$ cat src/rtl/peripheral_gpio_wb_bridge32.sv
// Wishbone bridge: 32-bit upstream slave port to 8-bit downstream GPIO master.
// Each selected byte lane becomes one downstream access. Lanes are issued in
// ascending order with one idle cycle between them. A stuck downstream access
// is terminated with an upstream error after TIMEOUT cycles.
module peripheral_gpio_wb_bridge32 #(
   parameter int TIMEOUT = 255
) (
   input  logic        wb_clk_i,
   input  logic        wb_rst_i,
   // upstream 32-bit slave port
   input  logic [2:0]  wbs_adr_i,
   input  logic [31:0] wbs_dat_i,
   output logic [31:0] wbs_dat_o,
   input  logic        wbs_we_i,
   input  logic        wbs_stb_i,
   input  logic        wbs_cyc_i,
   input  logic [3:0]  wbs_sel_i,
   output logic        wbs_ack_o,
   output logic        wbs_err_o,
   // downstream 8-bit master port
   output logic [2:0]  wbm_adr_o,
   output logic [7:0]  wbm_dat_o,
   input  logic [7:0]  wbm_dat_i,
   output logic        wbm_we_o,
   output logic        wbm_stb_o,
   output logic        wbm_cyc_o,
   output logic [3:0]  wbm_sel_o,
   input  logic        wbm_ack_i
);

   localparam logic [2:0] S_IDLE   = 3'd0;
   localparam logic [2:0] S_ACCESS = 3'd1;
   localparam logic [2:0] S_GAP    = 3'd2;
   localparam logic [2:0] S_DONE   = 3'd3;
   localparam logic [2:0] S_ERR    = 3'd4;

   logic [2:0]  state;
   logic        req_adr2;
   logic        req_we;
   logic [31:0] req_dat;
   logic [3:0]  mask;      // byte lanes still to be transferred
   logic [7:0]  wait_cnt;  // ACCESS cycles spent without a downstream ack
   logic [31:0] rdata;     // assembled upstream read word
   logic [1:0]  lane;
   logic [3:0]  lane_onehot;
   logic [3:0]  mask_next;

   // Current lane is the lowest pending byte lane.
   always_comb begin
      // NOTE: every variable assigned in always_comb gets a default first so no latch is inferred.
      lane = 2'd0;
      casez (mask)
         4'b???1: lane = 2'd0;
         4'b??10: lane = 2'd1;
         4'b?100: lane = 2'd2;
         4'b1000: lane = 2'd3;
         default: lane = 2'd0;
      endcase
      lane_onehot = 4'b0001 << lane;
      mask_next   = mask & ~lane_onehot;
   end

   // Output decode from state and request registers only; no upstream input reaches these.
   always_comb begin
      wbs_ack_o = (state == S_DONE);
      wbs_err_o = (state == S_ERR);
      wbs_dat_o = (state == S_DONE) ? rdata : 32'h0;
      wbm_cyc_o = 1'b0;
      wbm_stb_o = 1'b0;
      wbm_we_o  = 1'b0;
      wbm_adr_o = 3'd0;
      wbm_sel_o = 4'd0;
      wbm_dat_o = 8'd0;
      if (state == S_ACCESS) begin
         wbm_cyc_o = 1'b1;
         wbm_stb_o = 1'b1;
         wbm_we_o  = req_we;
         wbm_adr_o = {req_adr2, lane};
         wbm_sel_o = lane_onehot;
         wbm_dat_o = req_dat[{lane, 3'b000} +: 8];
      end
   end

   // Transfer sequencer: request capture, lane stepping, timeout and abort.
   always_ff @(posedge wb_clk_i) begin
      // NOTE: sequential state uses non-blocking assignments so every register samples pre-edge values.
      if (wb_rst_i) begin
         state    <= S_IDLE;
         req_adr2 <= 1'b0;
         req_we   <= 1'b0;
         req_dat  <= 32'h0;
         mask     <= 4'h0;
         wait_cnt <= 8'h0;
         rdata    <= 32'h0;
      end else begin
         case (state)
            S_IDLE: begin
               if (wbs_cyc_i && wbs_stb_i) begin
                  req_adr2 <= wbs_adr_i[2];
                  req_we   <= wbs_we_i;
                  req_dat  <= wbs_dat_i;
                  mask     <= wbs_sel_i;
                  rdata    <= 32'h0;
                  wait_cnt <= 8'h0;
                  state    <= (wbs_sel_i != 4'h0) ? S_ACCESS : S_DONE;
               end
            end
            S_ACCESS: begin
               if (!wbs_cyc_i) begin
                  mask  <= 4'h0;
                  state <= S_IDLE;
               end else if (wbm_ack_i) begin
                  if (!req_we) rdata[{lane, 3'b000} +: 8] <= wbm_dat_i;
                  mask  <= mask_next;
                  state <= (mask_next != 4'h0) ? S_GAP : S_DONE;
               end else if (wait_cnt == 8'(TIMEOUT - 1)) begin
                  // remaining lanes are dropped without any downstream access
                  mask  <= 4'h0;
                  state <= S_ERR;
               end else begin
                  wait_cnt <= wait_cnt + 8'd1;
               end
            end
            S_GAP: begin
               if (!wbs_cyc_i) begin
                  mask  <= 4'h0;
                  state <= S_IDLE;
               end else begin
                  wait_cnt <= 8'h0;
                  state    <= S_ACCESS;
               end
            end
            S_DONE:  state <= S_IDLE;
            S_ERR:   state <= S_IDLE;
            default: state <= S_IDLE;
         endcase
      end
   end

endmodule

$ cat config.mk
export PLATFORM = sky130hd
export DESIGN_NAME = peripheral_gpio_wb_bridge32
export DESIGN_NICKNAME = d
export VERILOG_FILES = /design/src/rtl/peripheral_gpio_wb_bridge32.sv
export SDC_FILE = /design/constraint.sdc
export NUM_CORES = 1
export LEC_CHECK = 0
export ABC_CLOCK_PERIOD_IN_PS = 5900
export BUFFER_PORTS_ARGS = -buffer_cell sky130_fd_sc_hd__buf_2
export CELL_PAD_IN_SITES_DETAIL_PLACEMENT = 1
export CELL_PAD_IN_SITES_GLOBAL_PLACEMENT = 1
export CORE_MARGIN = 3
export CORE_UTILIZATION = 41
export DETAILED_ROUTE_END_ITERATION = 7
export GPL_TIMING_DRIVEN = 0
export PLACE_DENSITY = 0.87
export REMOVE_ABC_BUFFERS = 1
export SYNTH_ARGS = -nofsm -noshare
export SYNTH_HDL_FRONTEND = slang
export SYNTH_SLANG_ARGS = --single-unit
export TNS_END_PERCENT = 50
$ cat constraint.sdc
create_clock -name wb_clk_i -period 5.9 [get_ports wb_clk_i]
set_clock_uncertainty 0.15 [all_clocks]
set_input_delay 0.295 -clock wb_clk_i [delete_from_list [all_inputs] [get_ports wb_clk_i]]
set_output_delay 0.295 -clock wb_clk_i [all_outputs]
set_load 0.01 [all_outputs]
==> flow_summary.ini <==
[sta]
period_needed_ns = 3.10
worstMarginPinSlew_ns = 1.32
hold_slack_ns = 0.0205
rsz0062_at_grt = no
finalCritPeriodShare = 0.526
finalSetupViolations = 0
max_freq_ghz = 0.322
final_hold_viol_count = 0
slew_headroom = 0.123
timing.final.max_slew_violations = 0
tns_ns = 0

[floorplan]
die-area_mm2 = 0.0106
ioPinCount = 105
initial_utilization = 0.432
die_h_um = 103
die_w_um = 103
core-area_mm2 = 0.00889
fp-row-count = 34

[layout]
stdcell_area_mm2 = 0.00457
final_layout_size_suffix_gt1_frac = 0.255
utilization = 0.514
fin_nets = 606
nFillCells = 1099
syn_to_final_growth_pct = 18.9
antenna_cells = 0

[critical_path]
startpoint = mask[3]$_SDFFE_PP0P_
critPathRequiredTime_ns = 6.03
reg2reg_slack_ns = 2.80
worst-path-max-fanout = 12
worst_r2r_startpoint = mask[3]$_SDFFE_PP0P_
criticalPathCategory = reg2reg
cp-start-kind = flip-flop
end_kind = flip-flop
arrival_ns = 3.24

[route]
wire_per_inst_um = 17.5
dr.pass1.iters = 4
dr.first_iter.drc_count = 129
via_per_inst = 5.59
vias = 3664
ant_nets = 0
routed_wl_um = 11500
drc = 0

[clock_tree]
cts_resized = 0
cts_root_buf = clkbuf_8
tritoncts = done
cts_buffer_depth = 2
htree_levels = 3
clk_pin_slew_ns = 0.09
ctsHoldBuffers = 0
post_cts_buffers = 0
clock_sinks = 81
numCtsBuffers = 9
clk-insertion-delay-late_ns = 0.35

[logic_synthesis]
async_flop_share = 0
synth.yosys.seq_area_share = 0.422
synth_cell_types = 48
ys_seq_elements = 81
synth_ff_type = dfxtp_1
synth_commonest_cells = nand2_1, dfxtp_1, a21oi_1
synth_top_area_frac = 0.422
synth_warnings = 0
synth_most_common_cell = nand2_1
syn_area_per_cell_um2 = 8.38
synth-edff-count = 0
syn_area_mm2 = 0.00384
synth.largest_area_cell = dfxtp_1
ys_top_cells_by_area = dfxtp_1, nand2_1, and3_1, a21oi_1, mux4_2
synth_cells = 458

[global_route]
grt_max_degree = 58
grt_first_pass_wirelength_um = 18800
antenna_found_initial = 0
grt_overflow = 0
groute.usage.overall = 0.225
grt_pass1_vias = 3830

[status]
outcome = complete, no violations

[power]
p_leak_nw = 2.05
ir_worst_vdd_mv = 0.125
power_density_mw_per_mm2 = 246

[place]
portBuffers = 102
globalplace.congestion = 0.770
post-dp-hpwl_um = 8100
placed_area_mm2 = 0.00438

[job]
drv_cap = 0

[hold_path]
hold_path.startpoint = wbs_dat_i[28]
hp-class = in2reg
==> sequential cells by signal, indices dropped and copies added, names as in the netlist <==
register	count
mask	4
wait_cnt	8
req_adr2	1
rdata	32
req_dat	32
req_we	1
state	3
==> layout make-up <==
type                            count  area [um^2]  share of cell area
Multi-Input combinational cell    336         2040               0.446
Sequential cell                    81         1620               0.355
Tap cell                          108          135              0.0296
Timing Repair Buffer              103          538               0.118
Clock buffer                       10          138              0.0301
Inverter                           12         45.0             0.00987
Clock inverter                      6         50.0              0.0110
==> cells by family after synthesis <==
family / after synthesis / share of synthesized area
simple gates: 206 / 0.264
compound gates: 111 / 0.184
flops: 81 / 0.422
buf+inv: 41 / 0.0476
fa+ha+maj: 10 / 0.0326
mux: 9 / 0.0495
==> metal layers <==
layer / track usage / share of wire / vias to the layer above / wire length [um]
li1: - / - / 1773 / -
met1: 0.278 / 0.44 / 1772 / 5080
met2: 0.389 / 0.49 / 108 / 5640
met3: 0.0535 / 0.055 / 11 / 629
met4: 0.0647 / 0.011 / 0 / 121
met5: 0 / 0 / - / 0
==> where the power goes <==
| part | switching (mW) | internal [mW] | leakage [nW] |
|---|---|---|---|
| combinational | 0.101 | 0.0576 | 1.31 |
| clock | 0.220 | 0.169 | 0.0895 |
| sequential | 0.0117 | 0.562 | 0.657 |
| total | 0.333 | 0.788 | 2.05 |
==> per-stage QoR <==
stage / cells / setup WS, ns / power (mW)
finish: 656 / 2.80 / 1.12
global route: 656 / 2.52 / 1.18
CTS: 656 / 2.76 / 1.13
detailed placement: 640 / 2.82 / 0.743
global placement: 639 / 2.07 / 0.730
floorplan: 429 / 3.00 / 0.672
==> worst max-delay path, cell delays in order (launching register included) <==
cell,delay (ns)
dfxtp_1,0.39
nor2b_1,0.15
o21a_1,0.51
inv_1,0.36
ha_1,0.37
nor2_1,0.19
nand3_1,0.13
nor3b_2,0.51
a22oi_1,0.16
nor2_1,0.11
==> path summary, 6_finish.rpt <==
path	to	depth (start not counted)
setup / recovery	rdata[16]$_SDFFE_PP0P_	9
hold / removal	req_dat[28]$_SDFFE_PP0P_	3
setup reg to reg	rdata[16]$_SDFFE_PP0P_	9
hold reg to reg	rdata[8]$_SDFFE_PP0P_	2
==> cells in the final DEF, fill, tap and decap left out, types with 4 or more instances in the layout <==
cell | netlist | final
o21ai_0 | 25 | 25
nand2b_1 | 4 | 4
ha_1 | 10 | 10
a21oi_1 | 44 | 44
clkbuf_8 | 0 | 10
buf_2 | 2 | 102
and3_1 | 38 | 38
nor2_1 | 20 | 20
a32o_1 | 9 | 9
mux4_2 | 8 | 8
and2_1 | 16 | 16
inv_1 | 10 | 10
dfxtp_1 | 81 | 81
a31o_2 | 4 | 4
nand2_1 | 103 | 103
a311oi_1 | 4 | 4
nand3_1 | 5 | 5
a22oi_1 | 7 | 7
Power figures use the tool's default switching activity.
